$ cat src/rtl/eth_hdr_parser.sv
// eth_hdr_parser: splits an AXI-Stream Ethernet frame into header fields and a registered payload stream
// Optional frame/early-termination counters when ETH_HDR_PARSER_STATS_EN is defined.
module eth_hdr_parser (
  input  logic        clk,
  input  logic        reset,
  input  logic [7:0]  s_axis_tdata,
  input  logic        s_axis_tvalid,
  output logic        s_axis_tready,
  input  logic        s_axis_tlast,
  input  logic        s_axis_tuser,
  output logic        m_eth_hdr_valid,
  input  logic        m_eth_hdr_ready,
  output logic [47:0] m_eth_dest_mac,
  output logic [47:0] m_eth_src_mac,
  output logic [15:0] m_eth_type,
  output logic [7:0]  m_eth_axi_payload_tdata,
  output logic        m_eth_axi_payload_tvalid,
  input  logic        m_eth_axi_payload_tready,
  output logic        m_eth_axi_payload_tlast,
  output logic        m_eth_axi_payload_tuser,
  output logic        busy,
`ifdef ETH_HDR_PARSER_STATS_EN
  output logic [31:0] stat_frames,
  output logic [31:0] stat_early_term,
`endif
  output logic        err_hdr_early_termination
);
  typedef enum logic {HDR, PAYLOAD} state_t;
  state_t state_q, state_d;
  logic [3:0]   cnt_q, cnt_d;
  logic [111:0] hdr_q, hdr_d;
  logic         hdr_valid_q, hdr_valid_d;
  logic [7:0]   pl_data_q, pl_data_d;
  logic         pl_valid_q, pl_valid_d;
  logic         pl_last_q, pl_last_d;
  logic         pl_user_q, pl_user_d;
  logic         err_q, err_d;
  logic         hdr_xfer, pl_xfer, hdr_hs;
  always_comb begin
    s_axis_tready = !reset && (state_q == HDR ? !hdr_valid_q : (!pl_valid_q || m_eth_axi_payload_tready));
    hdr_xfer = s_axis_tvalid && s_axis_tready && state_q == HDR;
    pl_xfer = s_axis_tvalid && s_axis_tready && state_q == PAYLOAD;
    hdr_hs = hdr_valid_q && m_eth_hdr_ready;
    state_d = state_q;
    cnt_d = cnt_q;
    hdr_d = hdr_q;
    pl_data_d = pl_data_q;
    pl_last_d = pl_last_q;
    pl_user_d = pl_user_q;
    pl_valid_d = pl_valid_q && !m_eth_axi_payload_tready;
    err_d = hdr_xfer && s_axis_tlast;
    hdr_valid_d = (hdr_xfer && cnt_q == 4'd13 && !s_axis_tlast) || (hdr_valid_q && !hdr_hs);
    // Header bytes shift in MSB-first, so the 112-bit register ends up dest|src|type
    if (hdr_xfer) begin
      hdr_d = {hdr_q[103:0], s_axis_tdata};
      cnt_d = s_axis_tlast ? 4'd0 : (cnt_q == 4'd13 ? 4'd13 : cnt_q + 4'd1);
      state_d = (cnt_q == 4'd13 && !s_axis_tlast) ? PAYLOAD : HDR;
    end
    if (pl_xfer) begin
      pl_data_d = s_axis_tdata;
      pl_valid_d = 1'b1;
      pl_last_d = s_axis_tlast;
      pl_user_d = s_axis_tlast && s_axis_tuser;
      state_d = s_axis_tlast ? HDR : PAYLOAD;
      cnt_d = s_axis_tlast ? 4'd0 : cnt_q;
    end
  end
  always_ff @(posedge clk) begin
    if (reset) begin
      state_q <= HDR;
      cnt_q <= '0;
      hdr_q <= '0;
      hdr_valid_q <= 1'b0;
      pl_data_q <= '0;
      pl_valid_q <= 1'b0;
      pl_last_q <= 1'b0;
      pl_user_q <= 1'b0;
      err_q <= 1'b0;
    end else begin
      state_q <= state_d;
      cnt_q <= cnt_d;
      hdr_q <= hdr_d;
      hdr_valid_q <= hdr_valid_d;
      pl_data_q <= pl_data_d;
      pl_valid_q <= pl_valid_d;
      pl_last_q <= pl_last_d;
      pl_user_q <= pl_user_d;
      err_q <= err_d;
    end
  end
  assign m_eth_hdr_valid = hdr_valid_q;
  assign m_eth_dest_mac = hdr_q[111:64];
  assign m_eth_src_mac = hdr_q[63:16];
  assign m_eth_type = hdr_q[15:0];
  assign m_eth_axi_payload_tdata = pl_data_q;
  assign m_eth_axi_payload_tvalid = pl_valid_q;
  assign m_eth_axi_payload_tlast = pl_last_q;
  assign m_eth_axi_payload_tuser = pl_user_q;
  assign busy = state_q == PAYLOAD || cnt_q != 4'd0;
  assign err_hdr_early_termination = err_q;
`ifdef ETH_HDR_PARSER_STATS_EN
  logic [31:0] frames_q, frames_d, early_q, early_d;
  always_comb begin
    frames_d = frames_q + 32'(hdr_hs);
    early_d = early_q + 32'(err_q);
  end
  always_ff @(posedge clk) begin
    if (reset) begin
      frames_q <= '0;
      early_q <= '0;
    end else begin
      frames_q <= frames_d;
      early_q <= early_d;
    end
  end
  assign stat_frames = frames_q;
  assign stat_early_term = early_q;
`endif
endmodule

$ cat config.mk
export PLATFORM = sky130hd
export DESIGN_NAME = eth_hdr_parser
export DESIGN_NICKNAME = d
export VERILOG_FILES = /design/src/rtl/eth_hdr_parser.sv
export SDC_FILE = /design/constraint.sdc
export NUM_CORES = 1
export LEC_CHECK = 0
export CORE_ASPECT_RATIO = 0.5
export CORE_MARGIN = 2
export CORE_UTILIZATION = 40
export CTS_BUF_LIST = sky130_fd_sc_hd__clkbuf_16
export CTS_CLUSTER_SIZE = 20
export DETAILED_ROUTE_END_ITERATION = 10
export GPL_TIMING_DRIVEN = 0
export PLACE_DENSITY = 0.7
export SLEW_MARGIN = 20
export SYNTH_ARGS = -nofsm -noshare
export SYNTH_HDL_FRONTEND = slang
export SYNTH_SLANG_ARGS = --single-unit
$ cat constraint.sdc
create_clock -name clk -period 2.8 [get_ports clk]
set_input_delay 0.84 -clock clk [delete_from_list [all_inputs] [get_ports clk]]
set_output_delay 0.84 -clock clk [all_outputs]
set_load 0.02 [all_outputs]
== Yosys cells after proc, flatten, opt, wreduce, memory -nomap -nowiden ==
Index checks and enable logic that the tools add are counted.
Word-level totals
  flip-flop bits (word level): 130
  word-level logic and storage cells: 48
  input bits: 15
Operators by class
  bitwise operators: 1
  reductions and logical operators: 24
  multiplexer cells: 11
  add/subtract/negate cells: 1
  equal/unequal tests: 2
Operators with widths (count)
  $mux W4: 5
  $logic_and A1 B1 Y1: 12
  $logic_not A1 Y1: 6
  $mux W1: 6
  $add A4 B1 Y4 const B: 1
  $eq A4 B4 Y1 const B: 1
  $reduce_bool A4 Y1: 1
  $logic_or A1 B1 Y1: 3
  $ne A2 B2 Y1 const B: 1
  $reduce_and A2 Y1: 1
  $reduce_bool A2 Y1: 1
  $not A1 Y1: 1

== Longest topological paths before layout ==
  depth after elaboration: 9
  gate-level depth with buffers: 7
  gate-level depth less buffers: 5

== Least setup slack after synthesis ==
Ideal clock, no wire load.
  path type: input to output
  start: input port m_eth_axi_payload_tready
  end: output port s_axis_tready
  stages: 4
  path slack: 78 ps
  arrival time: 1882 ps
  path through: and3b_1 clkbuf_1 clkbuf_1 nor3_1
On the way
  cells in the longest elaborated chain, start to end: 3
RTL lines
  from (decl): line 18  | input logic m_eth_axi_payload_tready,
  $logic_or A1 B1 Y1: line 40  | s_axis_tready = !reset && (state_q == HDR ? !hdr_valid_q : (!pl_valid_q || m_eth_axi_payload_tready));
  $mux W1: line 40
  $logic_and A1 B1 Y1: line 40
  to (decl): line 8  | output logic s_axis_tready,
No other way between the ends.

== Final worst setup path ==
  start: register cnt_q[0]
  end: output port busy
On the way
  cells in the longest elaborated chain, start to end: 2
RTL lines
  from (decl): line 30  | logic [3:0] cnt_q, cnt_d;
  from (signal assigned): line 81  | cnt_q <= cnt_d;
  $reduce_bool A4 Y1: line 99  | assign busy = state_q == PAYLOAD || cnt_q != 4'd0;
  $logic_or A1 B1 Y1: line 99
  to (decl): line 21  | output logic busy,
No other way between the ends.

==> impl_metrics.py <==
metrics = {
    "setup_path": {
        "cp_top_family": "simple AND/OR/NAND/NOR gates",
        "critPathRequiredTime_ps": 1960,
        "critical_path.endpoint_type": "primary output",
        "worst-path-max-fanout": 6,
        "path_cells": "inv_1 -> ha_1 -> or4b_2 -> clkdlybuf4s15_1",
        "worstPathArrival_ps": 1860,
        "criticalPathCategory": "reg2out",
        "cpMaxStageDelayCell": "or4b_2",
        "cp-start-kind": "register",
        "path_buf_inv": 2,
        "slowest_delay_ps": 580,
    },
    "timing": {
        "setup_viol": 0,
        "final.setup.tns_ps": 0,
        "worst_pin_slew_ps": 568,
        "finalClockSkew_ps": 12.1,
        "fmax_ghz": 0.370,
        "setup_slack_ps": 97.5,
        "finalHoldViolations": 0,
        "finalCritPeriodShare_pct": 96.5,
        "slew_viol_final": 0,
        "worst_hold_slack_ps": 453,
        "rsz0062_at_grt": "no",
        "relSlewSlack_pct": 62.1,
        "period_minus_slack_ps": 2700,
    },
    "synth": {
        "synth_cells": 591,
        "synth_cell_type_count": 30,
        "avgSynthCellArea_um2": 7.99,
        "yosys_warnings": 0,
        "synthTopCellsByArea": "dfxtp_1 55%, nand2_1 18%, a21oi_1 13%",
        "ys_ff_latch": 130,
        "synth.net_count": 609,
        "syn-cell-area_um2": 4720,
        "yosys.area.top_type_share_pct": 55.1,
        "yosysSeqAreaShare_pct": 55.1,
        "synth_top_area_cell": "dfxtp_1",
    },
    "global_routing": {
        "grt_antenna_before_repair": 0,
        "grt_pass1_vias": 4237,
        "grt_util_all_layers_pct": 21.2,
        "grtUsageMet1_pct": 29.0,
        "grt_start_max_net_pins": 17,
        "top_usage_layer": "met2",
        "use_met3_pct": 4.75,
        "grt_overflow": 0,
        "grt_util_met2_pct": 33.7,
        "grt_pass1_wl_um": 21300,
    },
    "finish": {
        "final_cell_mix": "225 x nand2_1, 136 x clkdlybuf4s50_1, 130 x dfxtp_1, 126 x a21oi_1, 37 x clkbuf_1",
        "final_common_cell": "nand2_1",
        "synthToLayoutAreaGrowth_pct": 46.8,
        "insertedDiodeCount": 0,
        "fin_util_pct": 61.6,
        "nets": 767,
        "drive_gt1_share_pct": 6.04,
    },
    "die": {
        "io_pins": 142,
        "start_util_pct": 42.0,
        "die_h_um": 80.8,
        "dieArea_um2": 12700,
        "fp.dieW_um": 158,
        "row_count": 27,
        "core_area_um2": 11200,
    },
    "min_path": {
        "min_path_type": "reg2reg",
    },
    "detailed_routing": {
        "firstDrtPassIters": 4,
        "drc_errors": 0,
        "vias_per_cell": 4.93,
        "avgRoutedWirePerCell_um": 14.5,
        "vias": 4540,
        "drt-initial-drc-count": 229,
        "wl_um": 13300,
        "ant_nets": 0,
    },
    "pwr": {
        "leakage_uw": 0.00225,
        "total_power_uw": 4270,
        "ir_drop_uv": 355,
        "power_density_nw_per_um2": 616,
    },
    "clock_network": {
        "clk_latency_ps": 400,
        "clkSinkCount": 130,
        "path_clk_slew_ps": 50,
        "hold_buffers": 0,
        "cts_buffers": 17,
        "cts_tree": "done",
        "cts_buffer_depth": 2,
        "root_buffer": "clkbuf_16",
        "htree_levels": 4,
    },
    "status": {
        "status": "finished, final reports clean",
    },
    "place": {
        "gp_congestion": 0.862,
        "dp_hpwl_um": 9510,
        "port_buffers": 139,
        "pre_cts_slack_ps": -906,
    },
    "run": {
        "drv_cap": 0,
    },
}
## worst paths after layout
check / start / cells after the start / endpoint / slack [ps]
worst max-delay path: cnt_q[0] / 4 / busy / 100
worst min-delay path: hdr_q[107] / 2 / hdr_q[107] / 450
worst max register to register: state_q / 6 / hdr_q[17] / 860
worst min register to register: hdr_q[107] / 2 / hdr_q[107] / 450
## synth_stat cells (all sizes together)
| library cell | count |
|---|---|
| ha | 3 |
| a221oi | 1 |
| nand4 | 10 |
| nor4b | 1 |
| a21oi | 126 |
| inv | 6 |
| o31ai | 10 |
| dfxtp | 130 |
| nor4 | 1 |
| a311o | 2 |
| nor3 | 3 |
| and3b | 1 |
| and3 | 1 |
| or4b | 2 |
| o32a | 1 |
| nand3b | 1 |
| clkbuf | 40 |
| nand2 | 225 |
| a211oi | 1 |
| a31oi | 1 |
| or4 | 2 |
| nor2b | 4 |
| nor2 | 2 |
| o41ai | 3 |
| nand3 | 1 |
| a211o | 1 |
| nand2b | 3 |
| buf | 9 |
## metal layers
metal  vias to the layer above  wire length, µm
li1                       2290                -
met1                      2125             6530
met2                       117             6110
met3                         8              596
met4                         0               99
met5                         -                0
## area by class of cell
class                           instances  area, µm²
Multi-Input combinational cell        406       1900
Timing Repair Buffer                  140       1400
Buffer                                 48        215
Sequential cell                       130       2600
Inverter                                6       22.5
Clock inverter                         15        169
Tap cell                              159        199
Fill cell                            1056       4320
Clock buffer                           17        425
## cell families (layout without fill, tap and decap cells)
group,after synthesis,count (layout),share of synthesized area [%]
and+or+nand+nor,257,257,22.4
AOI/OAI and AO/OA,146,146,16.8
DFF,130,130,55.1
buffers and inverters,55,226,4.88
adders and majority gates,3,3,0.795
## timing repair
action | CTS | global route
endpoints found under the setup margin | 2 | 5
buffers inserted | 1 | 0
resized for setup | 13 | 4
## power by group
group	internal [µW]	switching, µW	total (µW)
logic	57.1	129	186
clock network	1390	826	2220
registers	1860	7.93	1870
## state kept, by name, indices dropped and copies added (netlist names)
signal,flops
cnt_q,4
err_hdr_early_termination,1
hdr_q,112
m_eth_axi_payload_tdata,8
m_eth_axi_payload_tlast,1
m_eth_axi_payload_tuser,1
m_eth_axi_payload_tvalid,1
m_eth_hdr_valid,1
state_q,1
## through the flow
step | instances | area (µm²)
floorplan | 591 | 4720
global placement | 889 | 6310
detailed placement | 889 | 6310
CTS | 921 | 6920
global route | 921 | 6930
finish | 921 | 6930
## worst register-to-register path, cell delays in order, from the launching register on
cell,delay (ps)
dfxtp_1,310
buf_6,130
nor4b_4,460
clkbuf_1,440
buf_2,300
nand2_1,100
a21oi_1,140
Power figures use the tool's default switching activity.
